### config.mk
export PLATFORM = sky130hd
export DESIGN_NAME = speck32_iter_core_flat
export DESIGN_NICKNAME = d
export VERILOG_FILES = /design/src/rtl/speck32_iter_core_if.sv /design/src/rtl/speck32_iter_core.sv /design/src/flat_wrapper.sv
export SDC_FILE = /design/constraint.sdc
export NUM_CORES = 1
export LEC_CHECK = 0
export ABC_AREA = 1
export CAP_MARGIN = 20
export CORE_MARGIN = 3
export CORE_UTILIZATION = 45
export DETAILED_ROUTE_END_ITERATION = 8
export PLACE_DENSITY = 0.68
export SLEW_MARGIN = 10
export SYNTH_ARGS = -nofsm -noshare
export SYNTH_HDL_FRONTEND = slang
export SYNTH_SLANG_ARGS = --single-unit
### constraint.sdc
create_clock -name clk -period 5.1 [get_ports clk]
set_input_delay 1.53 -clock clk [delete_from_list [all_inputs] [get_ports clk]]
set_output_delay 1.53 -clock clk [all_outputs]
set_load 0.02 [all_outputs]
### src/rtl/speck32_iter_core_if.sv
// Block/key request and ciphertext response channels of the iterative SPECK 32/64 core.
// The master side drives plaintext and key and consumes the ciphertext.
interface speck32_iter_core_if;
    logic        in_valid;
    logic        in_ready;
    logic [31:0] in_data;
    logic [63:0] key;
    logic        out_valid;
    logic        out_ready;
    logic [15:0] out_left;
    logic [15:0] out_right;

    modport master (
        output in_valid, in_data, key, out_ready,
        input  in_ready, out_valid, out_left, out_right
    );

    modport slave (
        input  in_valid, in_data, key, out_ready,
        output in_ready, out_valid, out_left, out_right
    );
endinterface

### src/rtl/speck32_iter_core.sv
// Iterative SPECK 32/64 encryption core: one round per clock, with the key schedule
// computed alongside the data round.
module speck32_iter_core #(
    parameter int ROUNDS = 22,
    parameter int ALPHA  = 7,
    parameter int BETA   = 2
) (
    input  logic                clk,
    input  logic                rst_n,
    speck32_iter_core_if.slave  bus,
    output logic                busy,
    output logic [4:0]          round_idx,
    output logic [15:0]         debug_key
);

    if (ROUNDS < 1 || ROUNDS > 22) begin : g_bad_rounds
        $error("speck32_iter_core: ROUNDS must be in 1..22");
    end
    if (ALPHA < 0 || ALPHA > 15 || BETA < 0 || BETA > 15) begin : g_bad_rot
        $error("speck32_iter_core: ALPHA and BETA must be in 0..15");
    end

    typedef enum logic [1:0] {IDLE, RUN, DONE} state_t;

    localparam logic [4:0] LAST = 5'(ROUNDS - 1);

    function automatic logic [15:0] ror16(input logic [15:0] v, input int n);
        return (v >> n) | (v << (16 - n));
    endfunction

    function automatic logic [15:0] rol16(input logic [15:0] v, input int n);
        return (v << n) | (v >> (16 - n));
    endfunction

    state_t      state;
    logic [15:0] x, y, k, l0, l1, l2;
    logic [4:0]  i;
    logic        in_ready_q, out_valid_q;
    logic [15:0] out_left_q, out_right_q;

    logic [15:0] x_nxt, y_nxt, l_nxt, k_nxt;

    // Data round and key-schedule round share the same ARX shape and run in parallel.
    assign x_nxt = (ror16(x, ALPHA) + y) ^ k;
    assign y_nxt = rol16(y, BETA) ^ x_nxt;
    assign l_nxt = (k + ror16(l0, ALPHA)) ^ {11'd0, i};
    assign k_nxt = rol16(k, BETA) ^ l_nxt;

    // NOTE: every register here, including the datapath words, sits on the async
    // reset so that a mid-run reset discards the in-flight block completely.
    always_ff @(posedge clk or negedge rst_n) begin
        if (!rst_n) begin
            state       <= IDLE;
            x           <= '0;
            y           <= '0;
            k           <= '0;
            l0          <= '0;
            l1          <= '0;
            l2          <= '0;
            i           <= '0;
            in_ready_q  <= 1'b1;
            out_valid_q <= 1'b0;
            busy        <= 1'b0;
            out_left_q  <= '0;
            out_right_q <= '0;
        end else begin
            // NOTE: non-blocking assignments keep every round reading the pre-edge
            // values of x, y, k and l0..l2, regardless of statement order.
            case (state)
                IDLE: begin
                    if (bus.in_valid) begin
                        x          <= bus.in_data[31:16];
                        y          <= bus.in_data[15:0];
                        k          <= bus.key[15:0];
                        l0         <= bus.key[31:16];
                        l1         <= bus.key[47:32];
                        l2         <= bus.key[63:48];
                        i          <= '0;
                        in_ready_q <= 1'b0;
                        busy       <= 1'b1;
                        state      <= RUN;
                    end
                end
                RUN: begin
                    x  <= x_nxt;
                    y  <= y_nxt;
                    l0 <= l1;
                    l1 <= l2;
                    l2 <= l_nxt;
                    if (i == LAST) begin
                        // k and i are zeroed on exit so round_idx/debug_key read 0 outside RUN.
                        k           <= '0;
                        i           <= '0;
                        out_left_q  <= x_nxt;
                        out_right_q <= y_nxt;
                        out_valid_q <= 1'b1;
                        busy        <= 1'b0;
                        state       <= DONE;
                    end else begin
                        k <= k_nxt;
                        i <= i + 5'd1;
                    end
                end
                DONE: begin
                    if (bus.out_ready) begin
                        out_valid_q <= 1'b0;
                        in_ready_q  <= 1'b1;
                        state       <= IDLE;
                    end
                end
                default: state <= IDLE;
            endcase
        end
    end

    assign bus.in_ready  = in_ready_q;
    assign bus.out_valid = out_valid_q;
    assign bus.out_left  = out_left_q;
    assign bus.out_right = out_right_q;
    assign round_idx     = i;
    assign debug_key     = k;

endmodule

### src/flat_wrapper.sv
// flat-port wrapper written by rule: the top's interface ports become plain ports
module speck32_iter_core_flat 
#(
    parameter int ROUNDS = 22,
    parameter int ALPHA  = 7,
    parameter int BETA   = 2
)
  (clk, rst_n, busy, round_idx, debug_key, bus_in_valid, bus_in_data, bus_key, bus_out_ready, bus_in_ready, bus_out_valid, bus_out_left, bus_out_right);
  speck32_iter_core_if bus_i ();
  input  logic clk;
  input  logic rst_n;
  output logic busy;
  output logic [4:0] round_idx;
  output logic [15:0] debug_key;
  input wire logic [$bits(bus_i.in_valid)-1:0] bus_in_valid;
  input wire logic [$bits(bus_i.in_data)-1:0] bus_in_data;
  input wire logic [$bits(bus_i.key)-1:0] bus_key;
  input wire logic [$bits(bus_i.out_ready)-1:0] bus_out_ready;
  output wire logic [$bits(bus_i.in_ready)-1:0] bus_in_ready;
  output wire logic [$bits(bus_i.out_valid)-1:0] bus_out_valid;
  output wire logic [$bits(bus_i.out_left)-1:0] bus_out_left;
  output wire logic [$bits(bus_i.out_right)-1:0] bus_out_right;
  assign bus_i.in_valid = bus_in_valid;
  assign bus_i.in_data = bus_in_data;
  assign bus_i.key = bus_key;
  assign bus_i.out_ready = bus_out_ready;
  assign bus_in_ready = bus_i.in_ready;
  assign bus_out_valid = bus_i.out_valid;
  assign bus_out_left = bus_i.out_left;
  assign bus_out_right = bus_i.out_right;
  speck32_iter_core #(.ROUNDS(ROUNDS), .ALPHA(ALPHA), .BETA(BETA)) u_core (.clk(clk), .rst_n(rst_n), .bus(bus_i), .busy(busy), .round_idx(round_idx), .debug_key(debug_key));
endmodule
Yosys cells after proc, flatten, opt, wreduce, memory -nomap -nowiden
Cells that the tools add are included.
Word-level totals
  flip-flop bits (word level): 138
  latch bits: 0
  bits in writable memories: 0
  bits in read-only memories: 0
  word-level logic and storage cells: 69
  memories: 0
Operators by class
  add/sub/neg operators: 3
  $mul: 0
  div/mod/pow operators: 0
  $lt $le $gt $ge: 0
  eq/ne operators: 6
  shifts and indexed selects: 0
  mux-type cells: 29
  bitwise logic cells: 8
  reduce and logical (&&, ||, !) cells: 10
Operators with widths (number)
  one-hot mux 16 bit (2 select lines): 6
  2-to-1 mux 16 bit: 7
  XOR 16 bit: 3
  adder 16 bit: 2
  bitwise OR 16 x 2 -> 16 bit: 2
  bitwise OR 9 x 16 -> 16 bit: 2
  XOR 16 x 5 -> 16 bit: 1
  AND reduction 3 bit: 4
  2-to-1 mux 5 bit: 2
  one-hot mux 5 bit (2 select lines): 1
  2-to-1 mux 1 bit: 6
  2-to-1 mux 2 bit: 3
  one-hot mux 1 bit (2 select lines): 3
  one-hot mux 2 bit (3 select lines): 1
  nonzero test 2 bit: 3
  adder 5 x 1 -> 5 bit (second input constant): 1
  equality test 5 bit (second input constant): 1
  != test 2 bit (second input constant): 2
  AND reduction 2 bit: 2
  equality test 2 x 1 -> 1 bit (second input constant): 1
  equality test 2 bit (second input constant): 1
  zero test 2 bit: 1
  != test 2 x 1 -> 1 bit (second input constant): 1

Logic depth before layout (Yosys ltp)
Gate-level depths: netlist (run 1).
  word-level depth: 6
  gate-level depth with buffers: 14

Least setup slack after synthesis (run 1)
OpenSTA, ideal clock, no wires.
  path type: in2reg
  start: input port bus_in_valid
  end: register u_core.l0[0]
  library setup time: 124 ps
  data arrival time: 2296 ps
  required time: 4976 ps
  setup slack: 2681 ps
  stages on the path: 7
  buffers on the path: 2
  cells stage by stage: nand2_2 -> nor2_4 -> nor2_4 -> buf_4 -> buf_4 -> a21oi_1 -> a21oi_1
On the way
  word-level cells in the longest chain between the ends: 2
Ends and longest elaborated chain
  start: declaration: RTL line flat_wrapper.sv:15  | input wire logic [$bits(bus_i.in_valid)-1:0] bus_in_valid;
  != test 2 bit (no line)
  AND reduction 2 bit (no line)
  end signal: assignment: RTL line speck32_iter_core.sv:75  | l0 <= bus.key[31:16];
  end signal: assignment: RTL line speck32_iter_core.sv:87  | l0 <= l1;
  end: declaration: RTL line speck32_iter_core.sv:36  | logic [15:0] x, y, k, l0, l1, l2;
No other way between the ends.
A chain may end at the register's enable or synchronous reset.

Final worst setup path (run 1)
  start: input port bus_in_valid
  end: register u_core.l0[12]
The elaborated chain is that of the path after synthesis.

==> impl_metrics.tcl, run 1 <==
set metrics [dict create \
    die_x_microns 143 \
    core_area_sq_um 18200 \
    period_share_pct 68.1 \
    critPathMaxFanout 36 \
    routed_wl_mm 25.8 \
    grt_max_degree 106 \
    post-place-ws_ns 1.21 \
    drv_cap 0 \
    gr-usage-all-layers_pct 26.1 \
    finish.instance_area_sq_um 10800 \
    mappedNetlistArea_sq_um 8450 \
    tritoncts "yes" \
    startpoint_type "primary input" \
    drt_iter0_drc 516 \
    final.setup.worst_slack_ns 1.63 \
    cts-root-buf "clkbuf_16" \
    layout_commonest_cell "nand2_1" \
    clockBufferDepth 2 \
    postSynthCellCount 1171 \
    outcome "finished clean" \
    crit_arrival_ns 3.82 \
    rsz0062_at_grt "no" \
    htreeDepth 4 \
    path_clk_slew_ns 0.06 \
    placed_area_sq_um 10100 \
    antenna_found_initial 0 \
    cts_buffers 17 \
    grt_pass1_vias 7873 \
    finalHoldViolCount 0 \
    finalMaxSlewViolations 0 \
    synth-async-reset-ratio_pct 100 \
    start_util_pct 46.4 \
    remaining_drc_errors 0 \
    routed_via_density 5.27 \
    drt_first_pass_iters 5 \
    fmax_ghz 0.288 \
    clock_latency_ns 0.43 \
    cts_resized 0 \
    post_drt_wl_per_cell_microns 16.7 \
    antenna_left 0 \
    holdCritPathClass "reg -> reg" \
    port_buffers 155 \
    cts_hold_buf 0 \
    setup_viol_count_final 0 \
    synth_flop_cell "dfrtp_1" \
    dieArea_sq_um 20500 \
    ys_seq_area_share_pct 40.9 \
    r2r_setup_slack_ns 2.69 \
    ys_types 34 \
    crit_type "in -> reg" \
    io_pins 156 \
    clock_sinks 138 \
    fin_skew_ns 0.0114 \
    die_y_microns 143 \
    routabilityCongestion 0.853 \
    grt_pass1_wl_mm 41.4 \
    gr-total-overflow 0 \
    final_cell_mix "357 x nand2_1, 154 x clkdlybuf4s50_1, 137 x dfrtp_1, 115 x a21oi_1, 114 x nor2_1" \
    worst-slew-pin-transition_ns 0.977 \
    dp.final_hpwl_mm 18.9 \
    postSynthAreaPerCell_sq_um 7.22 \
    row_count 49 \
    ys_warn_count 0 \
    cp-end-kind "register" \
    period_minus_slack_ns 3.47 \
    syn_nets 1305 \
    nNetsFinal 1440 \
    vias 8160 \
    slew_headroom_pct 34.9 \
    fin_tns_setup_ns 0 \
    syn_to_final_growth_pct 27.5 \
    antenna-diode-count 0 \
    drive_gt1_share_pct 4.62 \
    post_cts_buffers 0 \
    crit_required_ns 5.45 \
    synth_edf_count 0 \
    synth_seq_cells 138 \
]
worst max-delay path, cell delays in order:
cell,delay [ns]
clkdlybuf4s50_1,0.48
nand2_2,0.05
buf_4,0.24
nor2_4,0.42
nor2_4,0.07
inv_2,0.52
buf_12,0.28
nor2_1,0.08
a21oi_1,0.13
area by class of cell:
cell class / count / area (sq um)
repair buffers: 162 / 1630
fillers: 1717 / 7430
inverters: 119 / 447
clock inverters: 14 / 195
well taps: 229 / 287
multi-input cells: 868 / 4330
flip-flops and latches: 138 / 3450
clock buffers: 18 / 439
per-layer routing:
metal	track usage, %	up-vias	part of all wire [%]
li1	-	4035	-
met1	34.2	3809	43
met2	43.5	269	49
met3	3.52	47	5.0
met4	10.7	0	3.0
met5	0	-	0
registers in the layout, indices dropped and copies added, names as in the netlist:
| signal | flops |
|---|---|
| u_core.debug_key | 16 |
| u_core.bus.out_valid | 1 |
| u_core.l0 | 16 |
| u_core.bus.out_right | 16 |
| u_core.y | 16 |
| u_core.x | 16 |
| u_core.busy | 1 |
| u_core.state | 2 |
| u_core.round_idx | 5 |
| u_core.l2 | 16 |
| u_core.l1 | 16 |
| u_core.bus.in_ready | 1 |
| u_core.bus.out_left | 16 |
stage by stage:
step | std cells | util (%) | hold slack, ns
2_1_floorplan | 1171 | - | 0.453
3_3_place_gp | 1516 | 55.7 | 0.457
3_5_place_dp | 1516 | 55.7 | 0.462
4_1_cts | 1548 | 59.2 | 0.472
5_1_grt | 1548 | 59.2 | 0.492
6_report | 1548 | 59.2 | 0.468
worst paths after layout:
path                                          start                endpoint  cells after the start
worst max-delay path                   bus_in_valid           u_core.l0[12]                      9
worst min-delay path            u_core.bus.in_ready     u_core.bus.in_ready                      2
worst max register to register  u_core.debug_key[0]           u_core.l2[12]                     13
worst min register to register  u_core.bus.in_ready     u_core.bus.in_ready                      2
max in group asynchronous                     rst_n             u_core.x[0]                      2
min in group asynchronous                     rst_n  u_core.bus.out_left[3]                      1
logic make-up (layout without fill, tap and decap cells):
logic type	count (synthesis)	in the layout	synth area share [%]
and+or+nand+nor	575	575	27.9
buffers and inverters	165	313	7.93
AOI/OAI and AO/OA	218	218	13.7
xor gates and xnor gates	41	41	4.43
DFF	138	138	40.9
adders and majority gates	34	34	5.21
synth_stat cells (6+ instances only):
| library cell | number | area (sq um) |
|---|---|---|
| inv_2 | 6 | 22.5 |
| xnor2_1 | 12 | 105 |
| nand2_1 | 357 | 1340 |
| o21ai_0 | 57 | 285 |
| ha_1 | 32 | 400 |
| inv_1 | 113 | 424 |
| a21oi_1 | 115 | 576 |
| xor2_1 | 27 | 236 |
| dfrtp_1 | 137 | 3430 |
| o21ai_1 | 16 | 80.1 |
| clkbuf_1 | 15 | 56.3 |
| nor2_1 | 114 | 428 |
| nand3b_1 | 7 | 52.6 |
| a22oi_1 | 9 | 67.6 |
| buf_2 | 26 | 130 |
| a31oi_1 | 11 | 68.8 |
| nand3_1 | 70 | 350 |
Power of run 1 is left out: the tool's default activity adds up to more than one toggle a clock period on the data nets, which glitch-free logic cannot reach.
==> run 2: changes to the inputs <==
- PLACE_DENSITY: 0.68 -> 0.71
- clock period: 5.1 -> 2.8 ns (I/O delays scaled with it)
==> run 2 against run 1 <==
Compared with the run above:
- global-route usage down 0.46 points
- worst setup slack worse by 1.3 ns
- first-iteration DRC count down 5.8%
- clock skew down 0.0017 ns
- worst hold slack worse by 0.15 ns
- cell count up 0.52%
- flip-flop and latch count unchanged
- register-to-register slack worse by 2.2 ns
- critical path type is now reg -> out
==> impl_metrics.tcl, run 2 (synthesis results as in run 1) <==
set metrics [dict create \
    fin_tns_setup_ns 0 \
    multi_input_area_sq_um 4330 \
    rr_worst_depth 13 \
    crit_type "reg -> out" \
    fmax_ghz 0.399 \
    critPathBufInv 1 \
    remaining_drc_errors 0 \
    cp-end-kind "output pin" \
    cts_resized 0 \
    grt_max_degree 68 \
    clock_sinks 138 \
    io_pins 156 \
    clockBufferDepth 2 \
    finalHoldViolCount 0 \
    post_drt_wl_per_cell_microns 16.5 \
    core_area_sq_um 18200 \
    drv_cap 0 \
    crit_arrival_ns 1.67 \
    htreeDepth 4 \
    gr-total-overflow 0 \
    cts_buffers 17 \
    routabilityCongestion 0.950 \
    setup_viol_count_final 0 \
    antenna_found_initial 0 \
    port_buffers 155 \
    fin_skew_ns 0.00970 \
    grt_pass1_vias 7943 \
    worstSetupStartpoint "u_core.debug_key[14]" \
    row_count 49 \
    tritoncts "yes" \
    path_clk_slew_ns 0.06 \
    worst-slew-pin-transition_ns 0.553 \
    dieArea_sq_um 20500 \
    outcome "finished clean" \
    nNetsFinal 1448 \
    slew_headroom_pct 63.1 \
    die_x_microns 143 \
    cpPeakStageDelay_ns 0.68 \
    critPathMaxFanout 5 \
    holdCritPathClass "in -> async" \
    placed_area_sq_um 10200 \
    gr-usage-all-layers_pct 25.6 \
    post_cts_buffers 0 \
    rsz0062_at_grt "no" \
    post-place-ws_ns 0.517 \
    finish.instance_area_sq_um 10900 \
    cp_slowest_cell "clkdlybuf4s50_1" \
    antenna-diode-count 0 \
    dp.final_hpwl_mm 19.3 \
    period_share_pct 89.5 \
    routed_via_density 5.26 \
    vias 8177 \
    r2r_setup_slack_ns 0.51 \
    cts_hold_buf 0 \
    antenna_left 0 \
    startpoint_type "register" \
    layout_commonest_cell "nand2_1" \
    final_cell_mix "357 x nand2_1, 154 x clkdlybuf4s50_1, 137 x dfrtp_1, 115 x a21oi_1, 114 x nor2_1" \
    crit_required_ns 1.96 \
    cts-root-buf "clkbuf_16" \
    final.setup.worst_slack_ns 0.294 \
    crit_family "buffers and inverters" \
    cp-endpoint "debug_key[14]" \
    grt_pass1_wl_mm 41.3 \
    drt_iter0_drc 486 \
    routed_wl_mm 25.7 \
    nFillCells 1720 \
    reg2reg_from "u_core.debug_key[0]" \
    drt_first_pass_iters 6 \
    period_minus_slack_ns 2.51 \
    start_util_pct 46.4 \
    clock_latency_ns 0.43 \
    regArea_sq_um 3450 \
    drive_gt1_share_pct 5.12 \
    cp.depth 1 \
    r2r-end "u_core.debug_key[8]" \
    syn_to_final_growth_pct 29.0 \
    path_cells "clkdlybuf4s50_1" \
    finalMaxSlewViolations 0 \
    die_y_microns 143 \
]
run 2: routing by layer:
layer | vias up | global-route usage, % | share of wire (%)
li1 | 4056 | - | -
met1 | 3784 | 32.8 | 43
met2 | 286 | 44.0 | 49
met3 | 51 | 4.59 | 5.1
met4 | 0 | 8.15 | 3.2
met5 | - | 0 | 0
run 2: stage by stage:
step,hold WS [ns],utilization (%),instances
2_1_floorplan,0.453,-,1171
6_report,0.317,59.9,1556
3_5_place_dp,0.464,56.2,1524
5_1_grt,0.328,59.9,1556
4_1_cts,0.320,59.9,1556
3_3_place_gp,0.456,56.2,1524
run 2: worst min-delay path by stage:
stage	start	depth (start not counted)	endpoint
3_5_place_dp	u_core.bus.out_right[15]	2	u_core.bus.out_right[15]
2_1_floorplan	u_core.l2[10]	2	u_core.l2[10]
5_1_grt	rst_n	1	u_core.bus.out_left[2]
3_3_place_gp	u_core.bus.in_ready	2	u_core.bus.in_ready
6_report	rst_n	1	u_core.y[2]
4_1_cts	rst_n	1	u_core.bus.out_left[2]
run 2: final cells by class:
cell class / instances / share of cell area [%]
tap: 229 / 2.63
clock inverter: 14 / 2.24
clock buffer: 18 / 3.94
sequential: 138 / 31.7
timing repair buffer: 170 / 15.7
multi-input combinational: 868 / 39.7
inverter: 119 / 4.10
Power of run 2 is left out for the same reason.
==> run 3: changes to the inputs <==
- SKIP_CTS_REPAIR_TIMING: not set -> 1
==> results of run 3 <==
Final layout, timing and power as in run 2 (identical DEF).
Power of run 3 is left out for the same reason.
